File: src/rtl/cnn_pkg.sv
`default_nettype none
// ============================================================================
//  Module      : cnn_pkg
//  Description : Shared types and helpers for the convolution scheduler.
//                - state_t : scheduler FSM state encoding (IDLE / RUN / DONE)
//                - addr_w  : index/address width for a given element count,
//                            never narrower than one bit
//  Revision    : 1.0 - initial release
// ============================================================================
package cnn_pkg;

    typedef enum logic [1:0] {
        ST_IDLE = 2'd0,
        ST_RUN  = 2'd1,
        ST_DONE = 2'd2
    } state_t;

    function automatic int addr_w(input int depth);
        return (depth > 1) ? $clog2(depth) : 1;
    endfunction

endpackage
`default_nettype wire

File: src/rtl/conv_idx_cnt.sv
`default_nettype none
// ============================================================================
//  Module      : conv_idx_cnt
//  Description : Six-level nested index counter for the loop nest
//                m(M_p) > r(R_p) > c(C_p) > n(N_p) > i(K_p) > j(K_p).
//                Exposes the index tuple one step ahead of the held one so
//                the parent can register operation fields without latency.
//  Ports       : clk_i, rst_n_i   clock / async active-low reset
//                clr_i            zero all indices
//                adv_i            step the nest by one position
//                *_nx_o           index tuple after one step
//                last_o           held tuple is the final position
//  Revision    : 1.0 - initial release
// ============================================================================
module conv_idx_cnt
    import cnn_pkg::*;
#(
    parameter int N_p = 4,
    parameter int M_p = 4,
    parameter int K_p = 2,
    parameter int R_p = 16,
    parameter int C_p = 16
) (
    input  logic                      clk_i,
    input  logic                      rst_n_i,
    input  logic                      clr_i,
    input  logic                      adv_i,
    output logic [addr_w(M_p)-1:0]    m_nx_o,
    output logic [addr_w(R_p)-1:0]    r_nx_o,
    output logic [addr_w(C_p)-1:0]    c_nx_o,
    output logic [addr_w(N_p)-1:0]    n_nx_o,
    output logic [addr_w(K_p)-1:0]    i_nx_o,
    output logic [addr_w(K_p)-1:0]    j_nx_o,
    output logic                      last_o
);

    localparam int MW = addr_w(M_p);
    localparam int RW = addr_w(R_p);
    localparam int CW = addr_w(C_p);
    localparam int NW = addr_w(N_p);
    localparam int KW = addr_w(K_p);

    localparam logic [MW-1:0] C_M_MAX = MW'(M_p - 1);
    localparam logic [RW-1:0] C_R_MAX = RW'(R_p - 1);
    localparam logic [CW-1:0] C_C_MAX = CW'(C_p - 1);
    localparam logic [NW-1:0] C_N_MAX = NW'(N_p - 1);
    localparam logic [KW-1:0] C_K_MAX = KW'(K_p - 1);

    logic [MW-1:0] r_m;
    logic [RW-1:0] r_r;
    logic [CW-1:0] r_c;
    logic [NW-1:0] r_n;
    logic [KW-1:0] r_i;
    logic [KW-1:0] r_j;

    logic w_m_max, w_r_max, w_c_max, w_n_max, w_i_max, w_j_max;
    // w_*_cy: every level inside this one is at its maximum, so it steps
    logic w_i_cy, w_n_cy, w_c_cy, w_r_cy, w_m_cy;

    assign w_m_max = (r_m == C_M_MAX);
    assign w_r_max = (r_r == C_R_MAX);
    assign w_c_max = (r_c == C_C_MAX);
    assign w_n_max = (r_n == C_N_MAX);
    assign w_i_max = (r_i == C_K_MAX);
    assign w_j_max = (r_j == C_K_MAX);

    assign w_i_cy = w_j_max;
    assign w_n_cy = w_i_cy & w_i_max;
    assign w_c_cy = w_n_cy & w_n_max;
    assign w_r_cy = w_c_cy & w_c_max;
    assign w_m_cy = w_r_cy & w_r_max;

    assign j_nx_o = w_j_max ? '0 : r_j + 1'b1;
    assign i_nx_o = !w_i_cy ? r_i : (w_i_max ? '0 : r_i + 1'b1);
    assign n_nx_o = !w_n_cy ? r_n : (w_n_max ? '0 : r_n + 1'b1);
    assign c_nx_o = !w_c_cy ? r_c : (w_c_max ? '0 : r_c + 1'b1);
    assign r_nx_o = !w_r_cy ? r_r : (w_r_max ? '0 : r_r + 1'b1);
    assign m_nx_o = !w_m_cy ? r_m : (w_m_max ? '0 : r_m + 1'b1);

    assign last_o = w_m_cy & w_m_max;

    always_ff @(posedge clk_i or negedge rst_n_i) begin
        if (!rst_n_i) begin
            r_m <= '0;
            r_r <= '0;
            r_c <= '0;
            r_n <= '0;
            r_i <= '0;
            r_j <= '0;
        end else if (clr_i) begin
            r_m <= '0;
            r_r <= '0;
            r_c <= '0;
            r_n <= '0;
            r_i <= '0;
            r_j <= '0;
        end else if (adv_i) begin
            r_m <= m_nx_o;
            r_r <= r_nx_o;
            r_c <= c_nx_o;
            r_n <= n_nx_o;
            r_i <= i_nx_o;
            r_j <= j_nx_o;
        end
    end

endmodule
`default_nettype wire

File: src/rtl/conv_sched.sv
`default_nettype none
// ============================================================================
//  Module      : conv_sched
//  Description : Convolution address scheduler. Walks the loop nest
//                m > r > c > n > i > j (stride 1, bottom/right zero padding)
//                and offers one MAC operation per cycle over a valid/ready
//                handshake. All outputs are registered.
//  Ports       : clk_i, rst_n_i          clock / async active-low reset
//                start_i, abort_i        launch / cancel a pass
//                busy_o, done_o          pass status, one-cycle done pulse
//                op_valid_o, op_ready_i  operation handshake
//                in_addr_o, wt_addr_o,   operand / result addresses
//                out_addr_o
//                pad_o, first_o, last_o  operation qualifiers
//                cycles_o, stalls_o      RUN / stall cycle counters
//                                        (only with CONV_SCHED_PERF_EN)
//  Build macro : CONV_SCHED_PERF_EN - adds the performance counters
//  Revision    : 1.0 - initial release
// ============================================================================
module conv_sched
    import cnn_pkg::*;
#(
    parameter int N_p = 4,
    parameter int M_p = 4,
    parameter int K_p = 2,
    parameter int R_p = 16,
    parameter int C_p = 16
) (
    input  logic                                  clk_i,
    input  logic                                  rst_n_i,
    input  logic                                  start_i,
    input  logic                                  abort_i,
    output logic                                  busy_o,
    output logic                                  done_o,
    output logic                                  op_valid_o,
    input  logic                                  op_ready_i,
    output logic [addr_w(N_p*R_p*C_p)-1:0]        in_addr_o,
    output logic [addr_w(M_p*N_p*K_p*K_p)-1:0]    wt_addr_o,
    output logic [addr_w(M_p*R_p*C_p)-1:0]        out_addr_o,
    output logic                                  pad_o,
    output logic                                  first_o,
    output logic                                  last_o
`ifdef CONV_SCHED_PERF_EN
    ,
    output logic [31:0]                           cycles_o,
    output logic [31:0]                           stalls_o
`endif
);

    localparam int MW  = addr_w(M_p);
    localparam int RW  = addr_w(R_p);
    localparam int CW  = addr_w(C_p);
    localparam int NW  = addr_w(N_p);
    localparam int KW  = addr_w(K_p);
    localparam int INW = addr_w(N_p*R_p*C_p);
    localparam int WTW = addr_w(M_p*N_p*K_p*K_p);
    localparam int OUW = addr_w(M_p*R_p*C_p);

    state_t r_state;

    logic [MW-1:0] w_m_nx, w_sel_m;
    logic [RW-1:0] w_r_nx, w_sel_r;
    logic [CW-1:0] w_c_nx, w_sel_c;
    logic [NW-1:0] w_n_nx, w_sel_n;
    logic [KW-1:0] w_i_nx, w_sel_i;
    logic [KW-1:0] w_j_nx, w_sel_j;
    logic          w_cnt_last;

    logic w_start_acc;
    logic w_xfer;
    logic w_load;

    int             w_ri;
    int             w_cj;
    logic           w_pad;
    logic           w_first;
    logic           w_last;
    logic [INW-1:0] w_in_addr;
    logic [WTW-1:0] w_wt_addr;
    logic [OUW-1:0] w_out_addr;

    assign w_start_acc = (r_state == ST_IDLE) & start_i & ~abort_i;
    assign w_xfer      = (r_state == ST_RUN) & op_valid_o & op_ready_i & ~abort_i;
    // Payload is refreshed on a start and on every transfer except the final
    // one, so it always describes the operation currently being offered.
    assign w_load      = w_start_acc | (w_xfer & ~w_cnt_last);

    conv_idx_cnt #(
        .N_p (N_p),
        .M_p (M_p),
        .K_p (K_p),
        .R_p (R_p),
        .C_p (C_p)
    ) u_idx (
        .clk_i   (clk_i),
        .rst_n_i (rst_n_i),
        .clr_i   (w_start_acc),
        .adv_i   (w_xfer),
        .m_nx_o  (w_m_nx),
        .r_nx_o  (w_r_nx),
        .c_nx_o  (w_c_nx),
        .n_nx_o  (w_n_nx),
        .i_nx_o  (w_i_nx),
        .j_nx_o  (w_j_nx),
        .last_o  (w_cnt_last)
    );

    // From IDLE the first operation is the all-zero tuple; otherwise the
    // counter's look-ahead tuple is the operation offered after this edge.
    assign w_sel_m = (r_state == ST_IDLE) ? '0 : w_m_nx;
    assign w_sel_r = (r_state == ST_IDLE) ? '0 : w_r_nx;
    assign w_sel_c = (r_state == ST_IDLE) ? '0 : w_c_nx;
    assign w_sel_n = (r_state == ST_IDLE) ? '0 : w_n_nx;
    assign w_sel_i = (r_state == ST_IDLE) ? '0 : w_i_nx;
    assign w_sel_j = (r_state == ST_IDLE) ? '0 : w_j_nx;

    always_comb begin
        w_ri       = int'(w_sel_r) + int'(w_sel_i);
        w_cj       = int'(w_sel_c) + int'(w_sel_j);
        w_pad      = (w_ri >= R_p) || (w_cj >= C_p);
        w_in_addr  = w_pad ? '0 :
                     INW'(int'(w_sel_n) * R_p * C_p + w_ri * C_p + w_cj);
        w_wt_addr  = WTW'(int'(w_sel_m) * N_p * K_p * K_p +
                          int'(w_sel_n) * K_p * K_p +
                          int'(w_sel_i) * K_p + int'(w_sel_j));
        w_out_addr = OUW'(int'(w_sel_m) * R_p * C_p +
                          int'(w_sel_r) * C_p + int'(w_sel_c));
        w_first    = (w_sel_n == '0) && (w_sel_i == '0) && (w_sel_j == '0);
        w_last     = (int'(w_sel_n) == N_p - 1) &&
                     (int'(w_sel_i) == K_p - 1) &&
                     (int'(w_sel_j) == K_p - 1);
    end

    always_ff @(posedge clk_i or negedge rst_n_i) begin
        if (!rst_n_i) begin
            r_state    <= ST_IDLE;
            busy_o     <= 1'b0;
            done_o     <= 1'b0;
            op_valid_o <= 1'b0;
            in_addr_o  <= '0;
            wt_addr_o  <= '0;
            out_addr_o <= '0;
            pad_o      <= 1'b0;
            first_o    <= 1'b0;
            last_o     <= 1'b0;
        end else begin
            done_o <= 1'b0;
            case (r_state)
                ST_IDLE: begin
                    if (start_i && !abort_i) begin
                        r_state    <= ST_RUN;
                        busy_o     <= 1'b1;
                        op_valid_o <= 1'b1;
                    end
                end
                ST_RUN: begin
                    if (abort_i) begin
                        r_state    <= ST_IDLE;
                        busy_o     <= 1'b0;
                        op_valid_o <= 1'b0;
                    end else if (op_valid_o && op_ready_i && w_cnt_last) begin
                        r_state    <= ST_DONE;
                        op_valid_o <= 1'b0;
                    end
                end
                ST_DONE: begin
                    r_state <= ST_IDLE;
                    busy_o  <= 1'b0;
                    done_o  <= !abort_i;
                end
                default: begin
                    r_state    <= ST_IDLE;
                    busy_o     <= 1'b0;
                    op_valid_o <= 1'b0;
                end
            endcase

            if (w_load) begin
                in_addr_o  <= w_in_addr;
                wt_addr_o  <= w_wt_addr;
                out_addr_o <= w_out_addr;
                pad_o      <= w_pad;
                first_o    <= w_first;
                last_o     <= w_last;
            end
        end
    end

`ifdef CONV_SCHED_PERF_EN
    always_ff @(posedge clk_i or negedge rst_n_i) begin
        if (!rst_n_i) begin
            cycles_o <= '0;
            stalls_o <= '0;
        end else if (w_start_acc) begin
            cycles_o <= '0;
            stalls_o <= '0;
        end else if (r_state == ST_RUN) begin
            cycles_o <= cycles_o + 32'd1;
            if (op_valid_o && !op_ready_i) begin
                stalls_o <= stalls_o + 32'd1;
            end
        end
    end
`endif

endmodule
`default_nettype wire
File: config.mk
export PLATFORM = sky130hd
export DESIGN_NAME = conv_sched
export DESIGN_NICKNAME = d
export VERILOG_FILES = /design/src/rtl/cnn_pkg.sv /design/src/rtl/conv_idx_cnt.sv /design/src/rtl/conv_sched.sv
export SDC_FILE = /design/constraint.sdc
export NUM_CORES = 1
export LEC_CHECK = 0
export ABC_AREA = 1
export CORE_MARGIN = 5
export CORE_UTILIZATION = 55
export CTS_CLUSTER_DIAMETER = 50
export DETAILED_ROUTE_END_ITERATION = 6
export PLACE_DENSITY_LB_ADDON = 0.15
export SYNTH_ARGS = -nofsm -noshare
export SYNTH_HDL_FRONTEND = slang
export SYNTH_HIERARCHICAL = 1
export SYNTH_SLANG_ARGS = --single-unit
File: constraint.sdc
create_clock -name clk_i -period 7.2 [get_ports clk_i]
set_input_delay 1.08 -clock clk_i [delete_from_list [all_inputs] [get_ports clk_i]]
set_output_delay 1.08 -clock clk_i [all_outputs]
set_load 0.01 [all_outputs]
==> results of run 1 <==
-- sequential cells by signal, indices dropped and copies added, names as in the netlist, 2 cells and up --
name	flops
u_idx/r_c	4
u_idx/r_n	2
u_idx/r_r	4
u_idx/r_m	2
wt_addr_o	4
out_addr_o	10
in_addr_o	10
r_state	2
-- final cells by class --
cell class	count	area, um^2	share of cell area
Sequential cell	46	1151	0.3764
Inverter	54	212.7	0.06956
Clock buffer	6	82.58	0.02700
Multi-Input combinational cell	207	1189	0.3887
Tap cell	54	67.56	0.02209
Timing Repair Buffer	36	355.3	0.1162
-- power by group through the flow --
stage / combinational, W / clock, W / sequential, W
global route: 0.000114 / 0.000173 / 0.000288
detailed placement: 0.000102 / 0 / 0.000291
global placement: 0.0000999 / 0 / 0.000291
CTS: 0.000103 / 0.000161 / 0.000286
floorplan: 0.0000515 / 0 / 0.000295
finish: 0.000101 / 0.000157 / 0.000286
-- layer usage --
layer	vias to the layer above	share of wire	track usage
met3	6	0.043	0.04308
met5	-	0	0
met4	0	0.013	0.05769
met2	39	0.48	0.3294
met1	956	0.47	0.2679
li1	1071	-	-
-- per-stage QoR --
step | total power, W | hold WS (ns) | area, um^2 | utilization
after floorplan | 0.0003470 | 0.4746 | 2604 | -
after global placement | 0.0003908 | 0.4567 | 2975 | 0.6384
after detailed placement | 0.0003924 | 0.4572 | 2975 | 0.6384
after CTS | 0.0005492 | 0.4780 | 3058 | 0.6561
after global routing | 0.0005750 | 0.5050 | 3058 | 0.6561
final | 0.0005444 | 0.4764 | 3058 | 0.6561
-- synthesized netlist by cell type, drive strengths merged --
master  count  area share
nand4       2      0.0048
a32o        2      0.0077
buf         6       0.018
dfrtp      46        0.44
inv        53       0.078
or2         1      0.0024
ha         12       0.058
nor4        1      0.0024
nand3      22       0.058
xor2        1      0.0034
and2        2      0.0048
clkinv      1      0.0034
nor3        1      0.0019
xnor2       3       0.010
clkbuf      1      0.0014
a22o        5       0.017
nand3b      1      0.0077
nor2       26       0.062
and3        1      0.0024
o22ai       4      0.0096
nand2      95        0.15
a21oi       2      0.0038
o21ai      25       0.051
o31ai       1      0.0048
-- worst paths after layout --
check | startpoint | endpoint | slack (ns) | cells after the start
worst max-delay path | r_state[0] | in_addr_o[8] | 4.36 | 14
worst min-delay path | out_addr_o[5] | out_addr_o[5] | 0.48 | 2
worst max register to register | r_state[0] | in_addr_o[8] | 4.36 | 14
worst min register to register | out_addr_o[5] | out_addr_o[5] | 0.48 | 2
max in group asynchronous | rst_n_i | busy_o | 5.62 | 1
min in group asynchronous | rst_n_i | u_idx/r_c[1] | 0.95 | 1
-- cells in the final DEF (no fill, tap or decap) --
master,count
a21oi_1,2
xnor2_1,3
nor3_1,1
nor4_1,1
nand2_2,3
xor2_1,1
nand2_1,90
nor2_8,1
nand3_4,2
nand3_2,3
o22ai_1,4
buf_2,1
nor2_1,18
and3_1,1
nor2_2,1
nor2_4,6
nand3_1,17
inv_2,2
o21ai_2,2
o21ai_1,7
a32o_1,2
inv_1,50
nand3b_4,1
inv_6,1
a22o_1,5
clkbuf_8,6
nand2_4,2
or2_1,1
ha_1,12
nand4_1,2
o31ai_2,1
o21ai_0,16
dfrtp_1,46
clkdlybuf4s50_1,35
and2_1,2
clkinv_4,1
-- logic make-up after synthesis --
| group | after synthesis |
|---|---|
| and+or+nand+nor | 152 |
| buffers and inverters | 61 |
| AOI/OAI and AO/OA | 39 |
| xor gates and xnor gates | 4 |
| adders and majority gates | 12 |
| DFF | 46 |
-- critical path, cell delays in order, from the launching register on --
cell and delay, ns:
dfrtp_1 0.44, nor2_1 0.69, nor2_1 0.20, ha_1 0.28, ha_1 0.22, nand3_2 0.12, inv_1 0.05, ha_1 0.19
ha_1 0.19, inv_1 0.05, nor2_1 0.05, nand2_1 0.07, xnor2_1 0.11, nand2_1 0.06, nand2_1 0.05
==> impl_results.md, run 1 <==
- Tmin final: 2.836 ns
- Synth Register Bits: 46
- Switching Share: 0.2841
- Root buffer cell: clkbuf_8
- Starting Density: 0.5587
- CP Capture Type: flop
- Part of the Yosys area used for sequential elements: 0.4421
- P_sw: 0.0001547 W
- Net Count, Synth: 331
- Post-route clock period utilization: 0.3939
- Global route total overflow: 0
- Pleak: 1.623 nW
- Post-Route WL: 5466 um
- WL per Instance: 13.56 um
- PostCTS Resize Cnt: 0
- Net count, final: 367
- Logic gate share of total power: 0.186
- Layout area overhead: 17.44%
- Setup violators final: 0
- Global-route wire length before repair: 9777 um
- Max Clk Rate: 0.3526 GHz
- Worst-margin pin slew: 1.019 ns
- Internal: 0.0003898 W
- Drt drc: 0
- Crit path kind: flop to flop
- Max clock buf depth: 2
- Clk Latency, worst-skew pair: 0.30 ns
- Post-Synth Adder-Cell Area: 0.05766
- Hold buffers post-CTS: 0
- Clock share of power: 0.289
- Status: finished clean
- Required time of the critical path: 7.44 ns
- Max-slew violation count: 0
- Mux cell area share after synthesis: 0
- DIE WIDTH: 78.81 um
- Worst slack, placed: 4.249 ns
- Clk slew on worst S/H paths: 0.08 ns
- TNS Setup: 0 ns
- Mapped Cells: 314
- Maxcap violations: 0
- Ports: 37
- Ratio of cells with drive above 1 in the final layout: 0.09456
- Final estimated routing congestion in global placement: 0.8287
- DIE AREA: 6210 um^2
- Total number of vias: 2,072
- Compound-Gate Fraction of Synth Area: 0.09370
- Synth cell types: 37
- Seq pwr share: 0.525
- Total GRT Usage: 0.2009
- CTS tree: built
- Worst Skew: 0.01095 ns
- Relative slew slack: 0.3208
- Antenna Violating Nets Remaining: 0
- Pwr Density: 178.0 nW/um^2
- DIE HEIGHT: 78.81 um
- Floorplan Core Area: 4661 um^2
- # fillers: 394
- Clock sink total: 46
- Number of global-route vias before repair: 2,073
- Total CTS buffers: 5
- Mean Syn Cell Area: 8.292 um^2
- Post-CTS Setup Bufs: 0
- Simple-gate share of the synthesized area: 0.2917
- Post-detail-place hpwl: 4041 um
- Vias/cell: 5.141
- Mapped cell area: 2604 um^2
- Dpl cells: 397
- Largest family of logic cells by synthesized area: simple AND/OR/NAND/NOR gates
- Hold Path Class: flop to flop
- Final hold viol count: 0
- Yosys Warn Count: 6
- Initial antenna violation count: 0
- RSZ-0062 raised after global routing: no
- CP max FO: 11
- Crit start category: flop
- Final WS setup: 4.364 ns
- Max VDD drop: 0.1115 mV
- Non-filler cells, final: 403
- Initial DRC count: 138
- Detailed Routing Iterations Pass 1: 4
- Diodes inserted: 0
- Critical path arrival: 3.08 ns
- Largest net degree at the start of global routing: 47
- Site row count: 25
- Number of port buffers: 36
- Post-synthesis xor/xnor area fraction: 0.01346
- H-tree depth: 2
Note: power is estimated with default switching activity, not from simulation.
==> run 2, diff against run 1 <==
Settings changed: CORE_UTILIZATION 55 to 49.
Clock period 7.2 ns to 2.5 ns, I/O delays scaled along.
==> impl_results.md, run 2 (synthesis gave the netlist of run 1 again) <==
- Status: finished clean
- Initial DRC count: 80
- Floorplan Core Area: 5140 um^2
- Final WS setup: 0.06816 ns
- Worst Skew: 0.009785 ns
- DIE WIDTH: 82.90 um
- Crit path kind: flop to flop
- Slowest cell on the critical path: dfrtp_1
- Max Clk Rate: 0.4112 GHz
- Total number of vias: 2,251
- Clock sink total: 46
- Non-filler cells, final: 454
- Post-Route WL: 5968 um
- Pwr Density: 485.1 nW/um^2
- P_sw: 0.0004663 W
- Global route total overflow: 0
- Metal3 WL: 294 um
- Area of the multi-input gates: 1330 um^2
- CP Capture Type: flop
- CP endpoint: in_addr_o[8]
- Total GRT Usage: 0.1784
- FF-to-FF Start: u_idx/r_n[1]
- Worst slack, placed: -0.09094 ns
- Detailed Routing Iterations Pass 1: 4
- Critical-path cell list: ha_4, nand2_4, inv_6, nand3_1, o21ai_2, inv_1, nor2_2, ha_2, ha_4, nand3_4, inv_2, ha_4, ha_2, inv_1, nor2_2, nand2_1, xnor2_1, nand2_1, nand2_1
- Internal: 0.001229 W
- Hold Path Class: primary input to asynchronous set/reset pin
- Root buffer cell: clkbuf_8
- Dpl cells: 438
- Clk slew on worst S/H paths: 0.09 ns
- Pleak: 1.764 nW
- Final estimated routing congestion in global placement: 0.8505
- Worst-margin pin slew: 0.4674 ns
- H-tree depth: 2
- Diodes inserted: 0
- Post-detail-place hpwl: 4298 um
- # fillers: 446
- Ports: 37
- Largest net degree at the start of global routing: 31
- Crit start category: flop
- CP Buf/Inv Count: 4
- Ratio of cells with drive above 1 in the final layout: 0.2448
- Biggest regs: in_addr_o x10, out_addr_o x10
- Total CTS buffers: 5
- Site row count: 26
- Setup violators final: 0
- CTS tree: built
- Logic gate share of total power: 0.193
- Met2 routed WL: 2912 um
- Critical path arrival: 2.63 ns
- Max VDD drop: 0.4140 mV
- Number of port buffers: 36
- DIE AREA: 6872 um^2
- Placed Area: 3183 um^2
- Antenna Violating Nets Remaining: 0
- Number of global-route vias before repair: 2,266
- Final hold viol count: 0
- Reg2reg setup slack: 0.07 ns
- Clock share of power: 0.325
- Max clock buf depth: 2
- Tmin final: 2.432 ns
- Commonest cells after routing, fill and taps aside: 89 x nand2_1, 48 x inv_1, 46 x dfrtp_1
- Stages on worst setup path: 19
- Setup crit start: u_idx/r_n[1]
- Final Instance Area: 3495 um^2
- Maxcap violations: 0
- WL per Instance: 13.15 um
- Layout area overhead: 34.21%
- Starting Density: 0.5066
- Critical path's top delay family: adder cells
- Delay of the slowest critical-path stage: 0.42 ns
- Switching Share: 0.2751
- Final hold slack: 0.05302 ns
- Clk Latency, worst-skew pair: 0.30 ns
- DIE HEIGHT: 82.90 um
- Post-route clock period utilization: 0.9727
- Global-route wire length before repair: 10,260 um
- Vias/cell: 4.958
- Wl on met1: 2661 um
- Drt drc: 0
- Max-slew violation count: 0
- Reg area: 1151 um^2
- Worst-case reg-to-reg path depth: 19
- Seq pwr share: 0.483
- CP max FO: 4
- Initial antenna violation count: 0
- Highest metal used: met4
- Net count, final: 400
- Reg2reg end: in_addr_o[8]
- Most common cell after layout, fill and taps aside: nand2_1
- Required time of the critical path: 2.70 ns
- Relative slew slack: 0.6880
run 2: worst min-delay path by stage:
stage | endpoint | slack [ns] | depth (start not counted)
finish | u_idx/r_c[2] | 0.05 | 2
CTS | in_addr_o[8] | 0.06 | 2
detailed placement | u_idx/r_c[2] | 0.39 | 2
floorplan | busy_o | 0.08 | 0
global placement | u_idx/r_c[2] | 0.38 | 2
global route | in_addr_o[8] | 0.08 | 2
run 2: through the flow:
step / total power [W] / TNS [ns] / util
2_1_floorplan: 0.0009993 / 0 / -
3_3_place_gp: 0.001152 / -0.03693 / 0.6193
3_5_place_dp: 0.001155 / -0.1860 / 0.6193
4_1_cts: 0.001713 / 0 / 0.6558
5_1_grt: 0.001791 / -0.08019 / 0.6799
6_report: 0.001695 / 0 / 0.6799
run 2: area by class of cell:
| class | instances | area share |
|---|---|---|
| clock inverter | 2 | 0.01074 |
| timing repair buffer | 69 | 0.1726 |
| multi-input combinational | 207 | 0.3806 |
| tap | 70 | 0.02506 |
| clock buffer | 6 | 0.02077 |
| sequential | 46 | 0.3294 |
| inverter | 54 | 0.06087 |
run 2: layer usage:
metal	GRT usage	vias to the layer above
met1	0.2239	1055
li1	-	1131
met3	0.03663	12
met2	0.3061	53
met5	0	-
met4	0.05795	0
run 2: repair_timing:
item                                   in CTS  in global routing
hold buffers                                0                  0
endpoints found under the hold margin       0                  0
pin swaps                                   4                  8
setup endpoints to repair                   3                  9
buffers inserted                            2                  6
resized for setup                          14                 21
run 2: power groups by stage:
stage / combinational [W] / sequential, W / clock [W]
2_1_floorplan: 0.000148 / 0.000851 / 0
3_3_place_gp: 0.000320 / 0.000832 / 0
3_5_place_dp: 0.000321 / 0.000834 / 0
4_1_cts: 0.000327 / 0.000820 / 0.000566
5_1_grt: 0.000361 / 0.000826 / 0.000603
6_report: 0.000327 / 0.000819 / 0.000550
==> run 3, diff against run 2 <==
Settings changed: CTS_CLUSTER_SIZE from default to 20, SLEW_MARGIN from default to 20.
==> results of run 3 <==
Final layout, timing and power as in run 2 (identical DEF).
